$ cat src/rtl/muldiv_pkg.sv
// Shared types and op-decode helpers for the iterative multiply/divide unit.
// Op encodings follow the RISC-V M-extension funct3 field.
package muldiv_pkg;

    typedef enum logic [2:0] {
        OP_MUL    = 3'd0,
        OP_MULH   = 3'd1,
        OP_MULHSU = 3'd2,
        OP_MULHU  = 3'd3,
        OP_DIV    = 3'd4,
        OP_DIVU   = 3'd5,
        OP_REM    = 3'd6,
        OP_REMU   = 3'd7
    } muldiv_op_e;

    typedef enum logic [1:0] {
        IDLE,
        CALC,
        DONE
    } state_e;

    function automatic logic is_div(input muldiv_op_e op);
        return op inside {OP_DIV, OP_DIVU, OP_REM, OP_REMU};
    endfunction

    function automatic logic is_rem(input muldiv_op_e op);
        return op inside {OP_REM, OP_REMU};
    endfunction

    function automatic logic is_signed_a(input muldiv_op_e op);
        return op inside {OP_MUL, OP_MULH, OP_MULHSU, OP_DIV, OP_REM};
    endfunction

    function automatic logic is_signed_b(input muldiv_op_e op);
        return op inside {OP_MUL, OP_MULH, OP_DIV, OP_REM};
    endfunction

    function automatic logic wants_high(input muldiv_op_e op);
        return op inside {OP_MULH, OP_MULHSU, OP_MULHU};
    endfunction

endpackage

$ cat src/rtl/muldiv_step.sv
// One CALC iteration: BPC shift-add or restore-subtract steps on {hi, lo}.
// Multiply keeps the multiplier in lo; divide keeps the dividend/quotient in lo.
module muldiv_step #(
    parameter int XLEN = 32,
    parameter int BPC  = 1
) (
    input  logic                div,
    input  logic [2*XLEN-1:0]   acc_in,
    input  logic [XLEN-1:0]     operand,
    output logic [2*XLEN-1:0]   acc_out
);

    always_comb begin
        logic [2*XLEN-1:0] cur;
        logic [XLEN:0]     rem_sh;
        logic [XLEN:0]     sum;
        logic [XLEN-1:0]   diff;
        logic              ge;
        cur = acc_in;
        for (int i = 0; i < BPC; i++) begin
            rem_sh = {cur[2*XLEN-1:XLEN], cur[XLEN-1]};
            ge     = rem_sh >= {1'b0, operand};
            diff   = rem_sh[XLEN-1:0] - operand;
            sum    = {1'b0, cur[2*XLEN-1:XLEN]}
                   + (cur[0] ? {1'b0, operand} : '0);
            // remainder stays below the divisor, so diff always fits XLEN bits
            if (div)
                cur = {(ge ? diff : rem_sh[XLEN-1:0]), cur[XLEN-2:0], ge};
            else
                cur = {sum, cur[XLEN-1:1]};
        end
        acc_out = cur;
    end

endmodule

$ cat src/rtl/muldiv_unit.sv
// Iterative RV32M/RV64M multiply/divide unit beside the ALU.
// Works on operand magnitudes and applies the sign correction at the end.
module muldiv_unit
    import muldiv_pkg::*;
#(
    parameter int XLEN = 32,
    parameter int BPC  = 1
) (
    input  logic            clk,
    input  logic            reset,
    input  logic            in_valid,
    output logic            in_ready,
    input  logic [2:0]      op,
    input  logic [XLEN-1:0] a,
    input  logic [XLEN-1:0] b,
    input  logic            kill,
    output logic            out_valid,
    input  logic            out_ready,
    output logic [XLEN-1:0] result,
    output logic            busy
);

    localparam int STEPS = XLEN / BPC;
    localparam int CW    = $clog2(STEPS) + 1;
    localparam logic [CW-1:0]   LAST    = CW'(STEPS - 1);
    localparam logic [XLEN-1:0] MIN_INT = {1'b1, {(XLEN-1){1'b0}}};
    localparam logic [XLEN-1:0] ONES    = '1;

    state_e            state;
    logic [CW-1:0]     cnt;
    logic [2*XLEN-1:0] acc;
    logic [XLEN-1:0]   divisor;
    muldiv_op_e        op_q;
    logic              neg_q;

    muldiv_op_e        op_in;
    logic              sign_a;
    logic              sign_b;
    logic [XLEN-1:0]   mag_a;
    logic [XLEN-1:0]   mag_b;
    logic              div_zero;
    logic              div_ovf;
    logic [XLEN-1:0]   fast_res;
    logic              neg_in;

    logic              div_q;
    logic [2*XLEN-1:0] acc_nxt;
    logic [2*XLEN-1:0] prod;
    logic [XLEN-1:0]   dval;
    logic [XLEN-1:0]   res_nxt;

    assign op_in    = muldiv_op_e'(op);
    assign in_ready = (state == IDLE);
    assign busy     = (state != IDLE);
    assign div_q    = is_div(op_q);

    always_comb begin
        sign_a   = is_signed_a(op_in) & a[XLEN-1];
        sign_b   = is_signed_b(op_in) & b[XLEN-1];
        mag_a    = sign_a ? -a : a;
        mag_b    = sign_b ? -b : b;
        div_zero = is_div(op_in) && (b == '0);
        div_ovf  = (op_in == OP_DIV || op_in == OP_REM)
                && (a == MIN_INT) && (b == ONES);
        neg_in   = is_rem(op_in) ? sign_a : (sign_a ^ sign_b);
        fast_res = '0;
        unique case (1'b1)
            div_zero: fast_res = is_rem(op_in) ? a : ONES;
            div_ovf:  fast_res = is_rem(op_in) ? '0 : MIN_INT;
            default:  fast_res = '0;
        endcase
    end

    muldiv_step #(
        .XLEN (XLEN),
        .BPC  (BPC)
    ) u_step (
        .div     (div_q),
        .acc_in  (acc),
        .operand (divisor),
        .acc_out (acc_nxt)
    );

    always_comb begin
        prod = neg_q ? -acc_nxt : acc_nxt;
        dval = is_rem(op_q) ? acc_nxt[2*XLEN-1:XLEN]
                            : acc_nxt[XLEN-1:0];
        if (div_q)
            res_nxt = neg_q ? -dval : dval;
        else if (wants_high(op_q))
            res_nxt = prod[2*XLEN-1:XLEN];
        else
            res_nxt = prod[XLEN-1:0];
    end

    always_ff @(posedge clk or negedge reset) begin
        if (!reset) begin
            state     <= IDLE;
            cnt       <= '0;
            acc       <= '0;
            divisor   <= '0;
            op_q      <= OP_MUL;
            neg_q     <= 1'b0;
            result    <= '0;
            out_valid <= 1'b0;
        end else begin
            unique case (state)
                IDLE: begin
                    if (in_valid) begin
                        op_q    <= op_in;
                        neg_q   <= neg_in;
                        divisor <= mag_b;
                        acc     <= {{XLEN{1'b0}}, mag_a};
                        cnt     <= '0;
                        if (div_zero || div_ovf) begin
                            result    <= fast_res;
                            out_valid <= 1'b1;
                            state     <= DONE;
                        end else begin
                            state <= CALC;
                        end
                    end
                end
                CALC: begin
                    if (kill) begin
                        state <= IDLE;
                    end else begin
                        acc <= acc_nxt;
                        cnt <= cnt + 1'b1;
                        if (cnt == LAST) begin
                            result    <= res_nxt;
                            out_valid <= 1'b1;
                            state     <= DONE;
                        end
                    end
                end
                DONE: begin
                    // kill takes priority over a same-cycle handshake
                    if (kill || out_ready) begin
                        out_valid <= 1'b0;
                        state     <= IDLE;
                    end
                end
                default: begin
                    out_valid <= 1'b0;
                    state     <= IDLE;
                end
            endcase
        end
    end

endmodule
$ cat config.mk
export PLATFORM = sky130hd
export DESIGN_NAME = muldiv_unit
export DESIGN_NICKNAME = d
export VERILOG_FILES = /design/src/rtl/muldiv_pkg.sv /design/src/rtl/muldiv_step.sv /design/src/rtl/muldiv_unit.sv
export SDC_FILE = /design/constraint.sdc
export NUM_CORES = 1
export LEC_CHECK = 0
export CAP_MARGIN = 20
export CORE_MARGIN = 1
export CORE_UTILIZATION = 40
export CTS_CLUSTER_SIZE = 28
export DETAILED_ROUTE_END_ITERATION = 6
export HOLD_SLACK_MARGIN = 0.05
export SYNTH_ARGS = -nofsm -noshare
export SYNTH_HDL_FRONTEND = slang
export SYNTH_SLANG_ARGS = --single-unit
$ cat constraint.sdc
create_clock -name clk -period 11.9 [get_ports clk]
set_input_delay 2.38 -clock clk [delete_from_list [all_inputs] [get_ports clk]]
set_output_delay 2.38 -clock clk [all_outputs]
set_load 0.03 [all_outputs]
Word-level counts from Yosys, hierarchy flattened. Cells that the tools add are included.

Register bits after elaboration: 141. Bits of input ports: 72. Output and inout bits: 35. Word-level logic and storage cells: 103.

$add $sub $neg: 7. Order comparisons: 1. Equality and inequality tests: 24. Multiplexer cells: 37. Bitwise logic cells: 3. Reductions and logical operators: 23.

Operator list (number): 32-bit 2-to-1 mux (14); 64-bit 2-to-1 mux (4); 32-bit case mux with 2 select lines (2); 64-bit case mux with 2 select lines (1); 32-bit negation (3); 32-bit equality test (second input constant) (2); 64-bit negation (1); 32-bit by 33-bit adder with 33-bit output (1); 33-bit by 32-bit >= comparator with 1-bit output (1); 32-bit logical NOT (1); 32-bit subtractor (1); 3-bit equality test (second input constant) (8); 6-bit 2-to-1 mux (2); 6-bit case mux with 2 select lines (1); 4-bit nonzero test (3); 2-bit 2-to-1 mux (5); 5-bit AND reduction (2); 3-bit by 2-bit equality test with 1-bit output (second input constant) (3); 2-bit inequality test (second input constant) (4); 2-bit nonzero test (4); 6-bit by 1-bit adder with 6-bit output (second input constant) (1); 3-bit by 1-bit equality test with 1-bit output (second input constant) (2); 6-bit by 5-bit equality test with 1-bit output (second input constant) (1); 1-bit 2-to-1 mux (6); 16 further kinds (22).

Logic depth before layout (Yosys ltp).
Word-level depth: 10. Gate-level depth with buffers: 24. Depth with buffers taken out: 20.

By module. From an unflattened synthesis, not the netlist that was laid out.

Cells, all modules: 2184. Area, all modules: 16288.1 sq um.

Modules (own cells, without submodules): muldiv_unit (times used 1, cells each 1496, area an instance 11471.0 sq um, seq. area each 3528.4 sq um); muldiv_step (times used 1, cells each 688, area an instance 4817.1 sq um, seq. area each 0.0 sq um).

Least setup slack after synthesis. Ideal clock, no wire load.

Path type: input port to flip-flop. From: input port b[13]. To: register result[15]. Library setup time: 0.126 ns. Arrival time: 5.764 ns. Data required time: 11.774 ns. Setup slack: 6.010 ns. Stages on the path: 16. Cell sequence: or4_1 -> nor4_1 -> nand2b_1 -> or3_1 -> nor3_1 -> and4b_1 -> buf_2 -> nor2_1 -> or3b_1 -> a21o_1 -> clkbuf_1 -> nor2_1 -> clkbuf_1 -> o21ai_0 -> a221oi_1 -> nor2_1.

Cells in the longest elaborated chain, start to end: 6. Elaborated cells on any way between the ends: 11. Those cells by class: eq/ne (2); mux (4); reduce/logical (5).

Ends and longest elaborated chain: start: declaration (RTL line muldiv_unit.sv:15) `input logic [XLEN-1:0] b,`; 32-bit equality test or 32-bit logical NOT (tied branches) (RTL line muldiv_unit.sv:64, muldiv_unit.sv:62); 1-bit logical AND (on tied branches) (RTL line muldiv_unit.sv:64, muldiv_unit.sv:62); 32-bit case mux with 2 select lines (RTL line muldiv_unit.sv:67) `unique case (1'b1)`; 32-bit 2-to-1 mux (RTL line muldiv_unit.sv:115) `if (div_zero || div_ovf) begin`; 32-bit 2-to-1 mux (RTL line muldiv_unit.sv:109) `if (in_valid) begin`; 32-bit case mux with 2 select lines (RTL line muldiv_unit.sv:107) `unique case (state)`; end signal: assignment (RTL line muldiv_unit.sv:116) `result <= fast_res;`; end signal: assignment (RTL line muldiv_unit.sv:131) `result <= res_nxt;`; end: declaration (RTL line muldiv_unit.sv:19) `output logic [XLEN-1:0] result,`.

Parallel ways exist; a longest one is shown, timed or not. The select of a mux whose other input is x is not followed. A chain may end at the register's enable or synchronous reset.

Worst setup path after layout.
From: input port b[13]. To: register result[18].

The elaborated chain is that of the path after synthesis.

==> results.json <==
{
  "cpPeakStageDelay_ns": 0.80,
  "setup_ws_ns": 4.35,
  "grt_start_max_net_pins": 75,
  "cp.arrival_ns": 7.87,
  "placed_cell_area_um2": 17600,
  "worst_skew_pair.late_latency_ns": 0.49,
  "die_x_um": 203,
  "overflow": 0,
  "clock_skew_ns": 0.0154,
  "final_nets": 2359,
  "ios": 107,
  "synth_top_family_by_area": "compound AO/OA/AOI/OAI gates",
  "fin_tns_setup_ns": 0,
  "multi_input_area_um2": 11900,
  "numCtsBuffers": 17,
  "synthFlopType": "dfrtp_1",
  "ir_drop_uv": 146,
  "hold_buffers": 0,
  "yosysSeqAreaShare_pct": 21.7,
  "synth_compound_gate_area_share_pct": 30.4,
  "clk_path_buf_depth": 2,
  "avgSynthCellArea_um2": 7.38,
  "slew_headroom_pct": 14.2,
  "endpoint_kind": "flip-flop",
  "syn-instance-count": 2198,
  "cts_tree": "built",
  "ys_ff_latch": 141,
  "drc": 0,
  "async_flop_share_pct": 100,
  "vias": 17300,
  "power.total_uw": 4550,
  "synthesis.nets": 2342,
  "grt_pass1_vias": 16400,
  "fin_crit_sh_pct": 63.4,
  "status": "completed",
  "drt_iter0_drc": 1893,
  "pre_cts_slack_ns": 3.99,
  "syn_area_um2": 16200,
  "antenna_left": 0,
  "cp_slowest_cell": "nor2_1",
  "rsz0062_at_grt": "no",
  "hp-class": "reg2reg",
  "dieArea_um2": 41400,
  "fin_util_pct": 45.6,
  "avgRoutedWirePerCell_um": 23.2,
  "crit_family": "simple AND/OR/NAND/NOR gates",
  "place_congestion": 0.971,
  "cts_setup_buffers": 0,
  "period_minus_slack_ns": 7.55,
  "ys_warn_count": 0,
  "seq_area_um2": 3530,
  "die_h_um": 203,
  "yosys.area_share.simple_pct": 22.6,
  "path_class": "in2reg",
  "firstDrtPassIters": 6,
  "maxSlewViolCount": 0,
  "synthAdderAreaFrac_pct": 5.64,
  "ctsResizeCount": 0,
  "htree_levels": 4,
  "cap_violations": 0,
  "final_area_um2": 18200,
  "io_buffers": 106,
  "clock-sinks": 141,
  "rows": 73,
  "grt_use_total_pct": 31.3,
  "drt-vias-per-instance": 6.27,
  "required_ns": 12.23,
  "dp_hpwl_um": 49700,
  "leakage_uw": 0.00734,
  "synth.distinct_cells": 98,
  "grt_pass1_wl_um": 98700,
  "crit_path_start_kind": "input port",
  "drt_wl_total_um": 63900,
  "finalSetupViolations": 0,
  "path_max_fanout": 34,
  "tightest_slew_ns": 1.27,
  "crit_chain": "clkdlybuf4s50_1 -> or4_1 -> nor4_1 -> nand2b_1 -> or3_1 -> nor3_1 -> and4b_1 -> buf_4 -> nor2_1 -> or3b_1 -> a21o_1 -> buf_4 -> nor2_1 -> nand2_1 -> o221ai_1 -> a21oi_1",
  "synth-edff-count": 0,
  "p_per_area_nw_per_um2": 250,
  "cts_root_buf": "clkbuf_16",
  "grt_antenna_before_repair": 0,
  "synth_mux_area_share_pct": 5.33,
  "n_fill_cell": 4049,
  "synthXorXnorAreaFrac_pct": 9.12,
  "clkTransAtPathRegs_ns": 0.07,
  "final_hold_viol_count": 0,
  "fmax_mhz": 133,
  "drive_gt1_share_pct": 6.10,
  "crit_buf_inv": 3,
  "initial_core_util_pct": 40.7,
  "areaGrowthSynthToFinish_pct": 12.2,
  "core_area_um2": 39900
}
==> logic make-up after synthesis <==
group / after synthesis
AOI/OAI and AO/OA: 770
and+or+nand+nor: 752
buffers and inverters: 211
xor gates and xnor gates: 169
DFF: 141
muxes: 83
adders and majority gates: 72
==> worst min-delay path, cell delays in order (launching register included) <==
cell     delay, ns
dfrtp_1       0.35
nand2_1       0.05
o21ai_0       0.06
==> final timing paths <==
kind,start,end,slack (ns),depth (start not counted)
setup / recovery,b[13],result[18]$_DFFE_PN0P_,4.35,16
hold / removal,result[10]$_DFFE_PN0P_,result[10]$_DFFE_PN0P_,0.49,2
setup reg to reg,acc[45]$_DFFE_PN0P_,result[30]$_DFFE_PN0P_,5.42,18
hold reg to reg,result[10]$_DFFE_PN0P_,result[10]$_DFFE_PN0P_,0.49,2
max in group asynchronous,reset,op_q[2]$_DFFE_PN0P_,8.44,2
min in group asynchronous,reset,acc[21]$_DFFE_PN0P_,1.90,1
==> synth_stat cells (all sizes together) (20+ instances only) <==
cell / count / area (um2)
a21oi: 187 / 958
nor3: 47 / 240
xnor2: 100 / 876
nand2: 252 / 946
a31oi: 25 / 156
and2: 50 / 313
nor4: 20 / 155
o211ai: 34 / 260
mux2i: 56 / 561
a21o: 30 / 225
nand3: 43 / 215
buf: 36 / 188
xor2: 69 / 604
dfrtp: 141 / 3530
mux2: 27 / 304
ha: 70 / 876
or3: 26 / 168
a211oi: 35 / 275
inv: 72 / 270
o21ai: 250 / 1250
clkbuf: 102 / 383
o31ai: 36 / 270
nand4: 26 / 163
nor2: 179 / 672
==> final cells by class <==
type | count | area share [%]
Sequential cell | 141 | 19.4
Inverter | 73 | 1.50
Multi-Input combinational cell | 1846 | 65.2
Clock inverter | 13 | 0.687
Clock buffer | 19 | 2.49
Timing Repair Buffer | 136 | 7.07
Tap cell | 525 | 3.61
Antenna cell | 1 | 0.0137
==> per-stage QoR <==
stage	instances	hold slack, ns
floorplan	2198	0.460
global placement	2721	0.469
detailed placement	2721	0.479
CTS	2753	0.496
global route	2753	0.522
finish	2754	0.487
==> report_power, final <==
part	total (uW)	internal (uW)	switching (uW)
logic	3190	1110	2080
clock network	552	302	250
registers	811	594	217
total	4550	2010	2540
==> cells in the final DEF, fill, tap and decap left out, types with 9 or more instances in the layout <==
master,count
a211oi_1,34
a21o_1,30
a21oi_1,182
a221oi_1,14
a22o_1,16
a31oi_1,25
and2_1,50
and3_1,14
buf_4,30
clkbuf_16,17
clkdlybuf4s50_1,105
dfrtp_1,139
ha_1,70
inv_1,72
mux2_2,25
mux2i_1,56
nand2_1,250
nand2b_1,17
nand3_1,43
nand3b_1,14
nand4_1,26
nor2_1,177
nor3_1,46
nor4_1,17
o211ai_1,33
o21a_1,17
o21ai_0,242
o21bai_1,10
o221ai_1,14
o22ai_1,9
o31ai_1,36
o41ai_1,13
or2_2,11
or3_1,25
or4_1,11
xnor2_1,100
xor2_1,69
==> sequential cells by signal, summed over array words and instances (netlist names) <==
register   cells
neg_q          1
cnt            6
acc           64
divisor       32
state          2
result        32
out_valid      1
op_q           3
==> routing by layer <==
metal / part of all wire, % / track usage, % / wire length, um
met4: 3.5 / 12.1 / 2210
met1: 44 / 42.3 / 28400
met3: 6.0 / 3.79 / 3810
met5: 0 / 0 / 0
met2: 46 / 50.6 / 29500
No activity file was read; power rests on OpenSTA's default activity.
